`src/rtl/rf_pkg.sv`:
```
// rf_pkg: shared defaults and grant encoding for the register-file write-back arbiter
package rf_pkg;
   localparam int AW_DEF = 5;
   localparam int DW_DEF = 32;
   typedef enum logic {G0 = 1'b0, G1 = 1'b1} grant_t;
endpackage

```
`src/rtl/rf_pending_tracker.sv`:
```
// rf_pending_tracker: per-register bitmap of accepted writes not yet committed
// Ports: clk, rst_n (sync active-low), set_en/set_addr mark a register,
// clr_en/clr_addr release it one cycle later, pending is the bitmap.
module rf_pending_tracker
   import rf_pkg::*;
#(
   parameter int AW = AW_DEF
) (
   input  logic             clk,
   input  logic             rst_n,
   input  logic             set_en,
   input  logic [AW-1:0]    set_addr,
   input  logic             clr_en,
   input  logic [AW-1:0]    clr_addr,
   output logic [2**AW-1:0] pending
);
   localparam int N = 2**AW;
   logic [N-1:0] r_pend;
   logic [N-1:0] w_set;
   logic [N-1:0] w_clr;
   always_comb begin
      w_set = {{(N-1){1'b0}}, set_en} << set_addr;
      w_clr = {{(N-1){1'b0}}, clr_en} << clr_addr;
   end
   // set is OR-ed after the clear so a re-write of the same register wins
   always_ff @(posedge clk) begin
      if (!rst_n) r_pend <= '0;
      else        r_pend <= (r_pend & ~w_clr) | w_set;
   end
   // a reset cycle must already show an empty bitmap
   assign pending = rst_n ? r_pend : '0;
endmodule

```
`src/rtl/rf_wb_arbiter.sv`:
```
// rf_wb_arbiter: two-requester arbiter feeding one register-file write port
// Ports: clk, rst_n (sync active-low); req0/req1 valid/addr/data in, ready out;
// hold blocks all grants; rf_wren/rf_waddr/rf_wdata registered write port;
// pending bitmap of in-flight writes.
// Config macro RF_WB_ROUND_ROBIN_EN: defined = round robin on contention,
// undefined = requester 0 always wins contention.
module rf_wb_arbiter
   import rf_pkg::*;
#(
   parameter int AW = AW_DEF,
   parameter int DW = DW_DEF
) (
   input  logic             clk,
   input  logic             rst_n,
   input  logic             req0_valid,
   input  logic [AW-1:0]    req0_addr,
   input  logic [DW-1:0]    req0_data,
   output logic             req0_ready,
   input  logic             req1_valid,
   input  logic [AW-1:0]    req1_addr,
   input  logic [DW-1:0]    req1_data,
   output logic             req1_ready,
   input  logic             hold,
   output logic             rf_wren,
   output logic [AW-1:0]    rf_waddr,
   output logic [DW-1:0]    rf_wdata,
   output logic [2**AW-1:0] pending
);
`ifdef RF_WB_ROUND_ROBIN_EN
   localparam logic RR_EN = 1'b1;
`else
   localparam logic RR_EN = 1'b0;
`endif
   grant_t        r_last;
   logic          r_wren;
   logic [AW-1:0] r_waddr;
   logic [DW-1:0] r_wdata;
   logic          w_ok;
   logic          w_pick1;
   logic          w_acc;
   logic [AW-1:0] w_addr;
   logic [DW-1:0] w_data;
   // w_pick1 only matters on contention; last_grant is tracked in both builds
   always_comb begin
      w_ok       = rst_n & ~hold;
      w_pick1    = RR_EN & (r_last == G0);
      req0_ready = w_ok & req0_valid & ~(req1_valid & w_pick1);
      req1_ready = w_ok & req1_valid & ~(req0_valid & ~w_pick1);
      w_acc      = req0_ready | req1_ready;
      w_addr     = req1_ready ? req1_addr : req0_addr;
      w_data     = req1_ready ? req1_data : req0_data;
   end
   always_ff @(posedge clk) begin
      if (!rst_n) begin
         r_wren  <= 1'b0;
         r_waddr <= '0;
         r_wdata <= '0;
         r_last  <= G1;
      end else begin
         r_wren <= w_acc;
         if (w_acc) begin
            r_waddr <= w_addr;
            r_wdata <= w_data;
            r_last  <= req1_ready ? G1 : G0;
         end
      end
   end
   // gating with rst_n drops a queued write the moment reset is asserted
   assign rf_wren  = r_wren & rst_n;
   assign rf_waddr = r_waddr;
   assign rf_wdata = r_wdata;
   rf_pending_tracker #(.AW(AW)) u_pend (
      .clk     (clk),
      .rst_n   (rst_n),
      .set_en  (w_acc),
      .set_addr(w_addr),
      .clr_en  (r_wren),
      .clr_addr(r_waddr),
      .pending (pending)
   );
endmodule

```
`config.mk`:
```
export PLATFORM = sky130hd
export DESIGN_NAME = rf_wb_arbiter
export DESIGN_NICKNAME = d
export VERILOG_FILES = /design/src/rtl/rf_pkg.sv /design/src/rtl/rf_pending_tracker.sv /design/src/rtl/rf_wb_arbiter.sv
export SDC_FILE = /design/constraint.sdc
export NUM_CORES = 1
export LEC_CHECK = 0
export ABC_AREA = 1
export ABC_CLOCK_PERIOD_IN_PS = 2500
export CORE_AREA = 2 2 66 100
export CTS_CLUSTER_DIAMETER = 60
export DETAILED_ROUTE_END_ITERATION = 7
export DIE_AREA = 0 0 68 102
export DONT_BUFFER_PORTS = 1
export PLACE_DENSITY_LB_ADDON = 0.25
export SLEW_MARGIN = 0
export SYNTH_ARGS = -nofsm -noshare
export SYNTH_HDL_FRONTEND = slang
export SYNTH_SLANG_ARGS = --single-unit
```
`constraint.sdc`:
```
create_clock -name clk -period 2.5 [get_ports clk]
set_input_delay 0.5 -clock clk [delete_from_list [all_inputs] [get_ports clk]]
set_output_delay 0.5 -clock clk [all_outputs]
set_load 0.05 [all_outputs]
```
==> flow_metrics.tcl <==
set metrics [dict create \
    outcome "finished clean" \
    fin_crit_ns 2.02 \
    top_level_ports 151 \
    grt_pass1_wl_mm 14.8 \
    cts_resized 0 \
    yosysUniqueCellTypes 22 \
    path_class "in -> out" \
    ys_seq_area_share_pct 39.3 \
    nNetsFinal 584 \
    fin_ws_ns 0.480 \
    r2r-end "u_pend.r_pend[1]" \
    die-area_sq_mm 0.00694 \
    cts_buffer_depth 2 \
    p_total_mw 2.43 \
    cts_sinks 70 \
    antenna_found_initial 0 \
    clk_latency_ns 0.34 \
    grt-ovfl-total 0 \
    setup_viol 0 \
    drtAntennaViolNets 0 \
    ys_ff_latch 70 \
    grt_max_degree 72 \
    synthToLayoutAreaGrowth_pct 5.16 \
    leakagePower_nw 2.06 \
    place_area_sq_mm 0.00357 \
    r2r_cells 5 \
    synth_nets 599 \
    core.rowCount 35 \
    crit_path_start_kind "input port" \
    slew_headroom_pct 56.6 \
    drc 0 \
    post-route-util_pct 62.0 \
    tns_ns 0 \
    final_cell_mix "153 x nand2_1, 86 x inv_1, 70 x dfxtp_1, 53 x nand3_1, 38 x nand4_1" \
    cap_violations 0 \
    yosys_warnings 0 \
    worstHoldPathCells 2 \
    synth_area_leaders "dfxtp_1 39%, nand2_1 16%, inv_1 9.1%" \
    die_x_um 68 \
    cts_tree "done" \
    fin_crit_sh_pct 80.8 \
    hp-class "in -> reg" \
    grtUsageTotal_pct 28.0 \
    hold_start "rst_n" \
    rsz0062_at_grt "false" \
    arrival_ns 1.52 \
    synth_area_leader_cell "dfxtp_1" \
    vias_per_cell 5.66 \
    dp_hpwl_mm 6.64 \
    syn_avg_cell_area_sq_um 6.86 \
    portBuffers 0 \
    vias 3308 \
    cp_data_required_time_ns 2.00 \
    initial_utilization_pct 59.0 \
    r2r-start "rf_waddr[0]" \
    final_common_cell "nand2_1" \
    end_kind "primary output" \
    core_sq_mm 0.00604 \
    min_to "rf_wdata[10]" \
    pwr_density_cell_mw_per_mm2 648 \
    slew_violations 0 \
    cts.clk_slew.worst_paths_ns 0.08 \
    num_antenna_cells 0 \
    wl_mm 9.14 \
    wl_per_cell_um 15.6 \
    tightestPinTransition_ns 0.650 \
    synth_top_area_share_pct 39.3 \
    cts-root-buf "clkbuf_8" \
    gp_congestion 0.896 \
    holdBufCountCts 0 \
    die_h_um 102 \
    design_area_sq_mm 0.00375 \
    fmax_mhz 495 \
    critPathMaxFanout 71 \
    fin_skew_ns 0.00838 \
    dr.pass1.iters 8 \
    netlist_area_sq_mm 0.00357 \
    cts_buffers 9 \
    htreeDepth 3 \
    rrSetupSlack_ns 0.58 \
    drtIter0Drc 376 \
    synthCells 520 \
    post_cts_buffers 0 \
    ir_drop_uv 463 \
    hold_violations 0 \
    drive_gt1_share_pct 8.43 \
    dpl_worst_slack_ns 0.392 \
    grt_pass1_vias 3124 \
]
## cells by family (layout without fill, tap and decap cells)
logic type / count (synthesis) / in the layout / share of synthesized area [%]
compound gates: 63 / 63 / 12.1
buf+inv: 125 / 115 / 14.1
simple gates: 262 / 262 / 34.5
flops: 70 / 70 / 39.3
## how the worst max path moves through the flow
stage,start,endpoint,slack [ns],depth (start not counted)
floorplan,rst_n,req1_ready,0.49,7
global placement,rst_n,rf_wdata[25],0.48,9
detailed placement,rst_n,rf_wdata[20],0.39,9
CTS,rst_n,req1_ready,0.52,4
global route,rf_waddr[0],u_pend.r_pend[1],0.36,5
finish,rst_n,req1_ready,0.48,4
## synthesized netlist by cell type
| cell | instances |
|---|---|
| nand3_1 | 53 |
| nor3_1 | 2 |
| buf_6 | 1 |
| nor2_8 | 1 |
| clkbuf_1 | 16 |
| nand3_2 | 2 |
| nand3_4 | 1 |
| inv_1 | 86 |
| dfxtp_1 | 70 |
| o21ai_0 | 24 |
| nor2_4 | 4 |
| and3_1 | 1 |
| nand4_1 | 38 |
| o211ai_1 | 37 |
| nor2_2 | 1 |
| buf_2 | 16 |
| inv_2 | 4 |
| nand2_2 | 2 |
| buf_4 | 2 |
| nand2_1 | 154 |
| o21ai_4 | 2 |
| nor2_1 | 3 |
## critical path: stages
cell and delay [ns]:
inv_2 0.07, nor2_8 0.14, nand3_4 0.24, inv_2 0.52
## power breakdown
| group | switching, mW | internal (mW) | leakage (nW) |
|---|---|---|---|
| logic | 0.193 | 0.0783 | 1.40 |
| registers | 0.192 | 1.17 | 0.572 |
| clock network | 0.419 | 0.381 | 0.0841 |
## registers in the layout, indices dropped and copies added (netlist names)
| register | flops |
|---|---|
| r_wren | 1 |
| rf_waddr | 5 |
| rf_wdata | 32 |
| u_pend.r_pend | 32 |
## through the flow
| stage | cells | hold slack [ns] |
|---|---|---|
| 5_1_grt | 584 | 0.279 |
| 2_1_floorplan | 520 | 0.640 |
| 3_5_place_dp | 568 | 0.629 |
| 6_report | 584 | 0.304 |
| 3_3_place_gp | 568 | 0.628 |
| 4_1_cts | 584 | 0.291 |
## metal layers
layer | track usage (%) | share of wire (%) | vias up
li1 | - | - | 1657
met1 | 30.7 | 36 | 1462
met2 | 48.0 | 52 | 165
met3 | 9.58 | 8.7 | 24
met4 | 12.3 | 2.9 | 0
met5 | 0 | 0 | -
## area by class of cell
class | count | area (sq um)
Timing Repair Buffer | 9 | 80.1
Clock inverter | 6 | 37.5
Sequential cell | 70 | 1400
Clock buffer | 10 | 138
Fill cell | 565 | 2290
Multi-Input combinational cell | 325 | 1660
Tap cell | 74 | 92.6
Inverter | 90 | 338
No activity file was read; power rests on OpenSTA's default activity.
